### src/rtl/unified_cache_mem_responder.sv
// Memory-side responder below the last cache level: serves miss and writeback
// requests one at a time from an internal block array after a fixed latency.
// Optional statistics counters: define UNIFIED_CACHE_MEM_RESPONDER_STATS_EN.

`ifndef UNIFIED_CACHE_PACKET_WIDTH_IN_BITS
`define UNIFIED_CACHE_PACKET_WIDTH_IN_BITS 64
`endif

module unified_cache_mem_responder #(
  parameter int unsigned PACKET_WIDTH       = `UNIFIED_CACHE_PACKET_WIDTH_IN_BITS,
  parameter int unsigned BLOCK_SIZE_IN_BITS = 32,
  parameter int unsigned ADDR_POS_LO        = 0,
  parameter int unsigned ADDR_WIDTH         = 32,
  parameter int unsigned DATA_POS_LO        = 32,
  parameter int unsigned NUM_BLOCKS         = 16,
  parameter int unsigned BLOCK_OFFSET_BITS  = 2,
  parameter int unsigned ACCESS_LATENCY     = 4
) (
  input  logic                    clk_in,
  input  logic                    reset_in,
  input  logic [PACKET_WIDTH-1:0] miss_request_in,
  input  logic                    miss_request_valid_in,
  output logic                    miss_request_ack_out,
  input  logic [PACKET_WIDTH-1:0] writeback_request_in,
  input  logic                    writeback_request_valid_in,
  output logic                    writeback_request_ack_out,
  output logic [PACKET_WIDTH-1:0] fetched_request_out,
  output logic                    fetched_request_valid_out,
  input  logic                    fetched_request_ack_in
`ifdef UNIFIED_CACHE_MEM_RESPONDER_STATS_EN
  ,
  output logic [31:0]             stat_miss_served_out,
  output logic [31:0]             stat_writeback_served_out,
  output logic [31:0]             stat_stall_cycles_out
`endif
);

  localparam int unsigned IDX_W = (NUM_BLOCKS > 1) ? $clog2(NUM_BLOCKS) : 1;
  localparam int unsigned CNT_W = (ACCESS_LATENCY > 1) ? $clog2(ACCESS_LATENCY) : 1;

  localparam logic [1:0] ST_IDLE  = 2'd0;
  localparam logic [1:0] ST_WRITE = 2'd1;
  localparam logic [1:0] ST_READ  = 2'd2;
  localparam logic [1:0] ST_RESP  = 2'd3;

  // Build-time sanity of the packet layout and parameters
  if (DATA_POS_LO + BLOCK_SIZE_IN_BITS > PACKET_WIDTH) begin : g_bad_data_field
    $error("data field does not fit in PACKET_WIDTH");
  end
  if (ADDR_POS_LO + ADDR_WIDTH > PACKET_WIDTH) begin : g_bad_addr_field
    $error("address field does not fit in PACKET_WIDTH");
  end
  if (BLOCK_OFFSET_BITS + IDX_W > ADDR_WIDTH) begin : g_bad_index
    $error("block index exceeds the address field");
  end
  if (ACCESS_LATENCY < 1) begin : g_bad_latency
    $error("ACCESS_LATENCY must be at least 1");
  end
  if (NUM_BLOCKS < 2 || (NUM_BLOCKS & (NUM_BLOCKS - 1)) != 0) begin : g_bad_depth
    $error("NUM_BLOCKS must be a power of 2, at least 2");
  end

  logic [1:0]                    state, state_next;
  logic [CNT_W-1:0]              cnt, cnt_next;
  logic [PACKET_WIDTH-1:0]       pkt, pkt_next;
  logic                          miss_ack_next, wb_ack_next;
  logic                          resp_valid_next;
  logic [PACKET_WIDTH-1:0]       resp_pkt_next;
  logic                          mem_we;
  logic                          count_done;
  logic [IDX_W-1:0]              idx;
  logic [BLOCK_SIZE_IN_BITS-1:0] mem [NUM_BLOCKS];

  assign idx        = pkt[ADDR_POS_LO + BLOCK_OFFSET_BITS +: IDX_W];
  assign count_done = (cnt == CNT_W'(ACCESS_LATENCY - 1));

  // Next-state and next-output decode
  always_comb begin
    state_next      = state;
    cnt_next        = cnt;
    pkt_next        = pkt;
    miss_ack_next   = 1'b0;
    wb_ack_next     = 1'b0;
    resp_valid_next = fetched_request_valid_out;
    resp_pkt_next   = fetched_request_out;
    mem_we          = 1'b0;
    case (state)
      ST_IDLE: begin
        if (writeback_request_valid_in) begin
          wb_ack_next = 1'b1;
          pkt_next    = writeback_request_in;
          cnt_next    = '0;
          state_next  = ST_WRITE;
        end else if (miss_request_valid_in) begin
          miss_ack_next = 1'b1;
          pkt_next      = miss_request_in;
          cnt_next      = '0;
          state_next    = ST_READ;
        end
      end
      ST_WRITE: begin
        if (count_done) begin
          mem_we     = 1'b1;
          state_next = ST_IDLE;
        end else begin
          cnt_next = cnt + CNT_W'(1);
        end
      end
      ST_READ: begin
        if (count_done) begin
          resp_pkt_next = pkt;
          resp_pkt_next[DATA_POS_LO +: BLOCK_SIZE_IN_BITS] = mem[idx];
          resp_valid_next = 1'b1;
          state_next      = ST_RESP;
        end else begin
          cnt_next = cnt + CNT_W'(1);
        end
      end
      default: begin
        if (fetched_request_valid_out && fetched_request_ack_in) begin
          resp_valid_next = 1'b0;
          state_next      = ST_IDLE;
        end
      end
    endcase
  end

  // State, latched request and registered outputs
  always_ff @(posedge clk_in or negedge reset_in) begin
    if (!reset_in) begin
      state                     <= ST_IDLE;
      cnt                       <= '0;
      pkt                       <= '0;
      miss_request_ack_out      <= 1'b0;
      writeback_request_ack_out <= 1'b0;
      fetched_request_valid_out <= 1'b0;
      fetched_request_out       <= '0;
    end else begin
      state                     <= state_next;
      cnt                       <= cnt_next;
      pkt                       <= pkt_next;
      miss_request_ack_out      <= miss_ack_next;
      writeback_request_ack_out <= wb_ack_next;
      fetched_request_valid_out <= resp_valid_next;
      fetched_request_out       <= resp_pkt_next;
    end
  end

  // Block array, intentionally not reset
  always_ff @(posedge clk_in) begin
    if (mem_we) begin
      mem[idx] <= pkt[DATA_POS_LO +: BLOCK_SIZE_IN_BITS];
    end
  end

`ifdef UNIFIED_CACHE_MEM_RESPONDER_STATS_EN
  logic resp_hs, stall_cycle;

  assign resp_hs     = (state == ST_RESP) && fetched_request_valid_out && fetched_request_ack_in;
  assign stall_cycle = (state == ST_RESP) && fetched_request_valid_out && !fetched_request_ack_in;

  // Saturating service and stall counters
  always_ff @(posedge clk_in or negedge reset_in) begin
    if (!reset_in) begin
      stat_miss_served_out      <= '0;
      stat_writeback_served_out <= '0;
      stat_stall_cycles_out     <= '0;
    end else begin
      if (resp_hs && stat_miss_served_out != 32'hFFFF_FFFF)
        stat_miss_served_out <= stat_miss_served_out + 32'd1;
      if (mem_we && stat_writeback_served_out != 32'hFFFF_FFFF)
        stat_writeback_served_out <= stat_writeback_served_out + 32'd1;
      if (stall_cycle && stat_stall_cycles_out != 32'hFFFF_FFFF)
        stat_stall_cycles_out <= stat_stall_cycles_out + 32'd1;
    end
  end
`endif

endmodule

### config.mk
export PLATFORM = sky130hd
export DESIGN_NAME = unified_cache_mem_responder
export DESIGN_NICKNAME = d
export VERILOG_FILES = /design/src/rtl/unified_cache_mem_responder.sv
export SDC_FILE = /design/constraint.sdc
export NUM_CORES = 1
export LEC_CHECK = 0
export ABC_AREA = 1
export BUFFER_PORTS_ARGS = -buffer_cell sky130_fd_sc_hd__clkbuf_2
export CAP_MARGIN = 40
export CORE_UTILIZATION = 45
export DETAILED_ROUTE_END_ITERATION = 12
export GPL_TIMING_DRIVEN = 0
export PLACE_DENSITY = 0.74
export SLEW_MARGIN = 20
export SYNTH_ARGS = -nofsm -noshare
export SYNTH_HDL_FRONTEND = slang
export SYNTH_SLANG_ARGS = --single-unit
### constraint.sdc
create_clock -name clk_in -period 4.3 [get_ports clk_in]
set_input_delay 0.645 -clock clk_in [delete_from_list [all_inputs] [get_ports clk_in]]
set_output_delay 0.645 -clock clk_in [all_outputs]
set_load 0.02 [all_outputs]
==> reports/qor.json, run 1 <==
{
  "critical_path": {
    "crit_path_start_kind": "flop",
    "timing.reg2reg.worst_path_depth": 5,
    "criticalPathCategory": "reg -> reg",
    "cp-startpoint": "pkt[4]$_DFFE_PN0P_",
    "critical_path_required_ps": 4590,
    "critPathCapture": "mem[3][29]$_DFFE_PP_",
    "reg2reg_setup_slack_ps": 1040,
    "critical_path.reg2reg.endpoint": "mem[3][29]$_DFFE_PP_",
    "critical_path_arrival_ps": 3550,
    "critPathCaptureType": "flop",
    "crit_fanout": 18,
    "r2r-start": "pkt[4]$_DFFE_PN0P_"
  },
  "clocking": {
    "clock_buffers_created_by_tritoncts": 67,
    "cts_max_path_buffers": 3,
    "clk_pin_slew_ps": 60,
    "post_cts_resized": 0,
    "clock_tree.htree_level_count": 3,
    "ctsRootBufferMaster": "sky130_fd_sc_hd__clkbuf_16",
    "cts_tree": "done",
    "holdBufCountCts": 0,
    "cts_setup_buffers": 0,
    "worst_skew_pair.late_latency_ps": 610,
    "clock_sink_count": 647
  },
  "sta": {
    "final.setup_skew_ps": 23.2,
    "slew_viol_final": 0,
    "fin_crit_ps": 3260,
    "rsz0062_at_grt": "no",
    "fin_worst_hold_slack_ps": -0.966,
    "finalSetupViolCount": 0,
    "tightestPinTransition_ps": 940,
    "maxSlewHeadroom_pct": 37.1,
    "period_share_pct": 75.8,
    "max_freq_mhz": 307,
    "hold_viol_final": 4
  },
  "floorplan": {
    "die_w_um": 245,
    "floorplan.core_area_um2": 58000,
    "dieArea_um2": 60100,
    "initial_utilization_pct": 45.9,
    "io-pin-count": 200,
    "floorplan.rows": 88,
    "die_h_um": 245
  },
  "global_routing": {
    "wire_length_of_the_first_global_routing_pass_mm": 118,
    "grt_antenna_before_repair": 0,
    "gr_usage_total_pct": 26.5,
    "grt_pass1_vias": 20100,
    "largest_net_degree_at_the_start_of_global_routing": 86,
    "grt.overflow.total": 0
  },
  "synthesis": {
    "synthesis.instances": 2531,
    "yosysUniqueCellTypes": 21,
    "yosysWarningCount": 0,
    "synth.yosys.seq_area_share_pct": 70.5,
    "netlist_area_um2": 26600,
    "yosys-top-cells-area": "sky130_fd_sc_hd__edfxtp_1 58%, sky130_fd_sc_hd__nand2_1 18%, sky130_fd_sc_hd__dfrtp_1 13%",
    "syn_nets": 2670,
    "postSynthAreaPerCell_um2": 10.5,
    "synth_top_area_share_pct": 57.8,
    "synthDominantAreaCellType": "sky130_fd_sc_hd__edfxtp_1",
    "synth_seq_cells": 647
  },
  "flow_run": {
    "max-cap-violations": 0
  },
  "routing": {
    "drt_pass1_iterations": 5,
    "antenna_left": 0,
    "route.detailed.vias_per_inst": 5.57,
    "totalWireLength_mm": 79.6,
    "initialDrtViolationCount": 2431,
    "post_drt_wl_per_cell_um": 21.8,
    "route.detailed.drc": 0,
    "vias": 20300
  },
  "place": {
    "placed_cells_incl_taps": 3521,
    "place.port_buffers": 199,
    "hpwlAfterDp_mm": 53.3,
    "gp_congestion": 0.888
  },
  "layout": {
    "layout.core_utilization_pct": 54.5,
    "flow.area_growth_from_synthesis_pct": 18.9,
    "fillers": 4760,
    "finalNetCount": 2966,
    "stdcell_count": 3644,
    "drive_above_1_share_pct": 15.7,
    "layout_commonest_cell": "sky130_fd_sc_hd__nand2_1",
    "insertedDiodeCount": 0,
    "mostFrequentLayoutCells": "1255 x sky130_fd_sc_hd__nand2_1, 512 x sky130_fd_sc_hd__edfxtp_1, 198 x sky130_fd_sc_hd__clkbuf_2"
  },
  "pwr": {
    "powerDensity_nw_per_um2": 711,
    "power.leakage_nw": 13.1,
    "worst_ir_drop_vdd_uv": 399
  },
  "status": {
    "violations": "hold timing",
    "run_status": "finished with violations"
  },
  "worst_hold_path": {
    "worst_hold_check_path_type": "in -> async"
  }
}
## synth_stat cells
master                      instances
sky130_fd_sc_hd__buf_4             10
sky130_fd_sc_hd__nand4_1           32
sky130_fd_sc_hd__buf_8              1
sky130_fd_sc_hd__buf_2             84
sky130_fd_sc_hd__a21oi_1            5
sky130_fd_sc_hd__nor2_1           182
sky130_fd_sc_hd__o211ai_1           1
sky130_fd_sc_hd__inv_4              1
sky130_fd_sc_hd__ha_1               6
sky130_fd_sc_hd__o21ai_0            8
sky130_fd_sc_hd__inv_1             17
sky130_fd_sc_hd__edfxtp_1         512
sky130_fd_sc_hd__inv_2              1
sky130_fd_sc_hd__nand2_1         1255
sky130_fd_sc_hd__buf_6             14
sky130_fd_sc_hd__clkbuf_1          28
sky130_fd_sc_hd__o2111ai_1          1
sky130_fd_sc_hd__dfrtp_1          135
sky130_fd_sc_hd__a31oi_1           64
sky130_fd_sc_hd__buf_1              8
sky130_fd_sc_hd__nand3_1          166
## state kept, by name, indices dropped and copies added, names as in the netlist
name,flops
fetched_request_out,64
writeback_request_ack_out,1
miss_request_ack_out,1
mem,512
state,2
cnt,2
pkt,64
fetched_request_valid_out,1
## critical path: stages, from the launching register on
cell                      delay, ps
sky130_fd_sc_hd__dfrtp_1        420
sky130_fd_sc_hd__nor2_1         660
sky130_fd_sc_hd__buf_2          480
sky130_fd_sc_hd__inv_1          330
sky130_fd_sc_hd__nor2_4         760
sky130_fd_sc_hd__buf_16         260
## per-layer routing
metal	wire length (um)	track usage (%)	vias to the layer above
li1	-	-	9023
met1	29000	33.9	9541
met2	36700	42.8	1450
met3	10100	6.32	274
met4	3810	12.2	0
met5	0	0	-
## power by group
part	leakage (nW)	switching [mW]	internal (mW)	total, mW
clock	1.09	2.40	3.57	5.97
sequential	6.14	1.17	8.16	9.33
combinational	5.89	5.12	2.09	7.21
## logic make-up after synthesis
kind of cell | Yosys count | share of synthesized area (%)
fa+ha+maj | 6 | 0.282
simple gates | 1635 | 24.1
buf+inv | 164 | 3.30
compound gates | 79 | 1.81
flops | 647 | 70.5
## layout make-up
| cell class | instances | area [um^2] | area share [%] |
|---|---|---|---|
| clock buffer | 90 | 1890 | 5.96 |
| clock inverter | 31 | 362 | 1.14 |
| timing repair buffer | 227 | 1710 | 5.41 |
| sequential | 647 | 18800 | 59.3 |
| buffer | 145 | 803 | 2.54 |
| tap | 765 | 957 | 3.02 |
| inverter | 19 | 73.8 | 0.233 |
| multi-input combinational | 1720 | 7100 | 22.4 |
## stage by stage
| step | setup WS, ps | TNS [ps] | area (um^2) | total power, mW |
|---|---|---|---|---|
| global route | 1020 | 0 | 31600 | 23.4 |
| CTS | 1200 | 0 | 31600 | 22.3 |
| detailed placement | 1220 | 0 | 29400 | 16.4 |
| finish | 1040 | 0 | 31600 | 22.5 |
| floorplan | 1480 | 0 | 26600 | 13.4 |
| global placement | -828 | -267950 | 28600 | 16.0 |
## how the worst min path moves through the flow
stage	from	end	slack, ps	cells after the start
4_1_cts	reset_in	fetched_request_out[15]$_DFFE_PN0P_	6	1
3_5_place_dp	pkt[6]$_DFFE_PN0P_	fetched_request_out[6]$_DFFE_PN0P_	460	2
6_report	reset_in	fetched_request_out[21]$_DFFE_PN0P_	-1	1
2_1_floorplan	reset_in	cnt[0]$_DFFE_PN0P_	350	0
5_1_grt	reset_in	pkt[20]$_DFFE_PN0P_	10	1
3_3_place_gp	pkt[29]$_DFFE_PN0P_	fetched_request_out[29]$_DFFE_PN0P_	450	2
No activity file was read; power rests on OpenSTA's default activity.
==> run 2: changes to the inputs <==
ABC_AREA = 0   (was 1)
clock period = 3 ns   (was 4.3 ns; I/O delays follow)
==> run 2 against run 1 <==
The flow now finishes without violations. Routed wire length fell by 19%. Clock skew rose by 2.8 ps. Total power rose by 30%. Non-clock buffer count fell by 40. Sequential power rose by 39%. Fmax rose by 12%. Sequential share of layout area rose by 2.3 points. Synthesized cell count fell by 43%. First-iteration DRC count fell by 30%.
==> reports/qor.json, run 2 <==
{
  "status": {
    "run_status": "completed"
  },
  "layout": {
    "top_regs": "mem (512), fetched_request_out (64), pkt (64)",
    "fillers": {"value": 4217, "change": "-11%"},
    "mostFrequentLayoutCells": "512 x sky130_fd_sc_hd__edfxtp_1, 214 x sky130_fd_sc_hd__mux2i_1, 197 x sky130_fd_sc_hd__clkbuf_2",
    "flow.area_growth_from_synthesis_pct": 20.5,
    "layout_commonest_cell": "sky130_fd_sc_hd__edfxtp_1",
    "top_register": "mem",
    "finalNetCount": {"value": 1883, "change": "-37%"},
    "largest_reg_flops": {"value": 512, "change": "unchanged"},
    "layout.core_utilization": {"value": 55.1, "unit": "%", "change": "+0.54 points"},
    "insertedDiodeCount": {"value": 0, "change": "unchanged"},
    "drive_above_1_share": {"value": 28.6, "unit": "%", "change": "+13 points"}
  },
  "global_routing": {
    "largest_net_degree_at_the_start_of_global_routing": {"value": 72, "change": "-16%"},
    "grt_antenna_before_repair": {"value": 1, "change": "+1"},
    "groute.layer.met2.usage": {"value": 38.0, "unit": "%", "change": "-4.8 points"},
    "gr_usage_total": {"value": 22.9, "unit": "%", "change": "-3.7 points"},
    "global_route.usage.met3": {"value": 4.28, "unit": "%", "change": "-2.0 points"},
    "wire_length_of_the_first_global_routing_pass": {"value": 95.1, "unit": "mm", "change": "-20%"},
    "use_met1": {"value": 30.4, "unit": "%", "change": "-3.5 points"},
    "grt.busiest_layer": "met2",
    "grt.overflow.total": {"value": 0, "change": "unchanged"},
    "grt_pass1_vias": {"value": 14900, "change": "-26%"}
  },
  "synthesis": {
    "synthDominantAreaCellType": "sky130_fd_sc_hd__edfxtp_1",
    "synthMostInstantiatedCell": "sky130_fd_sc_hd__edfxtp_1",
    "yosys-top-cells-area": "sky130_fd_sc_hd__edfxtp_1 61%, sky130_fd_sc_hd__dfrtp_1 13%, sky130_fd_sc_hd__mux2i_1 8.5%",
    "synth_seq_cells": {"value": 647, "change": "unchanged"},
    "yosysWarningCount": {"value": 0, "change": "unchanged"},
    "synth-edff-count": {"value": 512, "change": "unchanged"},
    "syn_nets": {"value": 1571, "change": "-41%"},
    "synth_top_area_share": {"value": 60.8, "unit": "%", "change": "+3.1 points"},
    "async_reset_ff_share": {"value": 20.9, "unit": "%", "change": "unchanged"},
    "yosysUniqueCellTypes": {"value": 41, "change": "+95%"},
    "netlist_area": {"value": 25300, "unit": "um^2", "change": "-5.0%"},
    "synthesis.instances": {"value": 1432, "change": "-43%"},
    "postSynthAreaPerCell": {"value": 17.7, "unit": "um^2", "change": "+68%"},
    "post_synth_most_frequent_cells": "512 x sky130_fd_sc_hd__edfxtp_1, 214 x sky130_fd_sc_hd__mux2i_1, 135 x sky130_fd_sc_hd__dfrtp_1, 78 x sky130_fd_sc_hd__nand2_1, 69 x sky130_fd_sc_hd__nor2_1",
    "synth.yosys.seq_area_share": {"value": 74.2, "unit": "%", "change": "+3.7 points"},
    "yosys_most_used_dff": "sky130_fd_sc_hd__edfxtp_1"
  },
  "critical_path": {
    "cpMostUsedCell": "sky130_fd_sc_hd__buf_16",
    "crit_fanout": {"value": 13, "change": "-5"},
    "critPathCaptureType": "flop",
    "critical_path_arrival": {"value": 3190, "unit": "ps", "change": "-360 ps"},
    "path_cells": "buf_6, buf_8, buf_12, buf_4, nand4b_1, nor2_4, buf_16, buf_16",
    "timing.reg2reg.worst_path_depth": {"value": 8, "change": "+3"},
    "r2r-start": "pkt[3]$_DFFE_PN0P_",
    "crit_path_start_kind": "flop",
    "timing.critical_path.slowest_cell_delay": {"value": 600, "unit": "ps", "change": "-160 ps"},
    "critical_path.slowest_cell": "sky130_fd_sc_hd__nor2_4",
    "critical_path.reg2reg.endpoint": "mem[14][15]$_DFFE_PP_",
    "critical_path_required": {"value": 3280, "unit": "ps", "change": "-1310 ps"},
    "cp.buffers_inverters": {"value": 6, "change": "+3"},
    "cpLargestDelayFamily": "buffers and inverters",
    "criticalPathCategory": "reg -> reg",
    "reg2reg_setup_slack": {"value": 90, "unit": "ps", "change": "-950 ps"}
  },
  "sta": {
    "fin_worst_hold_slack": {"value": 150, "unit": "ps", "change": "+151 ps"},
    "final.setup_skew": {"value": 26.0, "unit": "ps", "change": "+2.82 ps"},
    "max_freq": {"value": 344, "unit": "MHz", "change": "+12%"},
    "fin_crit": {"value": 2910, "unit": "ps", "change": "-352 ps"},
    "period_share": {"value": 96.9, "unit": "%", "change": "+21 points"},
    "tightestPinTransition": {"value": 843, "unit": "ps", "change": "-97.6 ps"},
    "fin_setup_tns": {"value": 0, "unit": "ps", "change": "unchanged"},
    "rsz0062_at_grt": "no",
    "finalSetupViolCount": {"value": 0, "change": "unchanged"},
    "maxSlewHeadroom": {"value": 43.8, "unit": "%", "change": "+6.7 points"},
    "hold_viol_final": {"value": 0, "change": "-4"},
    "slew_viol_final": {"value": 0, "change": "unchanged"}
  },
  "place": {
    "place.port_buffers": {"value": 198, "change": "-0.50%"},
    "hpwlAfterDp": {"value": 42.5, "unit": "mm", "change": "-20%"},
    "gp_congestion": {"value": 0.818, "change": "-7.9%"}
  },
  "clocking": {
    "clock_sink_count": {"value": 647, "change": "unchanged"},
    "clk_pin_slew": {"value": 60, "unit": "ps", "change": "about the same"},
    "worst_skew_pair.late_latency": {"value": 590, "unit": "ps", "change": "-20 ps"},
    "ctsRootBufferMaster": "sky130_fd_sc_hd__clkbuf_16",
    "cts_max_path_buffers": {"value": 3, "change": "unchanged"},
    "clock_tree.htree_level_count": {"value": 3, "change": "unchanged"},
    "clock_buffers_created_by_tritoncts": {"value": 66, "change": "-1.5%"},
    "cts_tree": "done"
  },
  "routing": {
    "initialDrtViolationCount": {"value": 1702, "change": "-30%"},
    "antenna_left": {"value": 0, "change": "unchanged"},
    "totalWireLength": {"value": 64.4, "unit": "mm", "change": "-19%"},
    "vias": {"value": 14600, "change": "-28%"},
    "route.detailed.vias_per_inst": {"value": 5.72, "change": "+2.7%"},
    "drt_pass1_iterations": {"value": 5, "change": "unchanged"},
    "route.detailed.drc": {"value": 0, "change": "unchanged"},
    "post_drt_wl_per_cell": {"value": 25.3, "unit": "um", "change": "+16%"}
  },
  "floorplan": {
    "initial_utilization": {"value": 45.7, "unit": "%", "change": "-0.16 points"},
    "floorplan.core_area": {"value": 55300, "unit": "um^2", "change": "-4.7%"},
    "die_h": {"value": 239, "unit": "um", "change": "-2.5%"},
    "die_w": {"value": 239, "unit": "um", "change": "-2.5%"},
    "dieArea": {"value": 57100, "unit": "um^2", "change": "-5.0%"},
    "io-pin-count": {"value": 200, "change": "unchanged"},
    "floorplan.rows": {"value": 86, "change": "-2.3%"}
  },
  "pwr": {
    "power.leakage": {"value": 11.2, "unit": "nW", "change": "-14%"},
    "powerDensity": {"value": 960, "unit": "nW/um^2", "change": "+35%"},
    "worst_ir_drop_vdd": {"value": 529, "unit": "uV", "change": "+33%"},
    "fin_total_pwr": {"value": 29.3, "unit": "mW", "change": "+30%"}
  },
  "flow_run": {
    "max-cap-violations": {"value": 0, "change": "unchanged"}
  },
  "worst_hold_path": {
    "min_from": "miss_request_in[29]",
    "worst_hold_check_path_type": "in -> reg",
    "hold_path_depth": 3,
    "hold_path_end": "pkt[29]$_DFFE_PN0P_"
  }
}
[run 2: cells by family (layout without fill, tap and decap cells)]
kind of cell	count (synthesis)	in the layout	share of synthesized area (%)
compound gates	213	213	5.68
fa+ha+maj	6	6	0.297
buf+inv	93	458	2.27
flops	647	647	74.2
mux	301	301	14.8
simple gates	172	172	2.81
[run 2: final cells by class]
cell class                      instances  area (um^2)  area share (%)
Sequential cell                       647        18800            61.6
Clock buffer                           99         2030            6.68
Multi-Input combinational cell        692         6080            20.0
Tap cell                              748          936            3.07
Timing Repair Buffer                  245         1860            6.11
Buffer                                 87          551            1.81
Clock inverter                         22          225           0.739
Inverter                                5         18.8          0.0616
[run 2: worst min-delay path: cells and delay by family]
family          cells  cell delay (ps)
compound gates      1              130
mux                 1               50
buf+inv             1               70
[run 2: routing by layer]
| metal | vias to the layer above | share of wire [%] |
|---|---|---|
| met3 | 131 | 8.3 |
| met5 | - | 0.028 |
| li1 | 6249 | - |
| met1 | 7405 | 40 |
| met4 | 2 | 2.7 |
| met2 | 770 | 49 |
[run 2: worst max-delay path by stage]
stage / slack (ps) / cells past startpoint / to / start
floorplan: 10 / 6 / mem[9][0]$_DFFE_PP_ / pkt[3]$_DFFE_PN0P_
global placement: -1790 / 6 / mem[5][24]$_DFFE_PP_ / pkt[3]$_DFFE_PN0P_
detailed placement: -40 / 8 / mem[1][22]$_DFFE_PP_ / pkt[3]$_DFFE_PN0P_
CTS: 30 / 8 / mem[13][29]$_DFFE_PP_ / pkt[3]$_DFFE_PN0P_
global route: 50 / 9 / mem[0][15]$_DFFE_PP_ / pkt[3]$_DFFE_PN0P_
finish: 90 / 8 / mem[14][15]$_DFFE_PP_ / pkt[3]$_DFFE_PN0P_
[run 2: what timing repair did]
action	in CTS	in global routing
gates resized for setup	0	0
buffers inserted	5	3
setup endpoints to repair	38	42
hold buffers	1	0
hold endpoints to repair	70	0
pin swaps	2	3
[run 2: power by group]
| group | internal (mW) | switching (mW) | total [mW] |
|---|---|---|---|
| sequential | 11.6 | 1.40 | 13.0 |
| clock | 5.12 | 3.31 | 8.43 |
| combinational | 3.06 | 4.74 | 7.81 |
[run 2: metrics by stage]
step	area (um^2)	std cells	setup WS (ps)
finish	30500	2545	93.5
global route	30500	2545	47.8
CTS	30400	2540	31.2
detailed placement	28100	2413	-37.8
global placement	27200	2378	-1790
floorplan	25300	1432	11.2
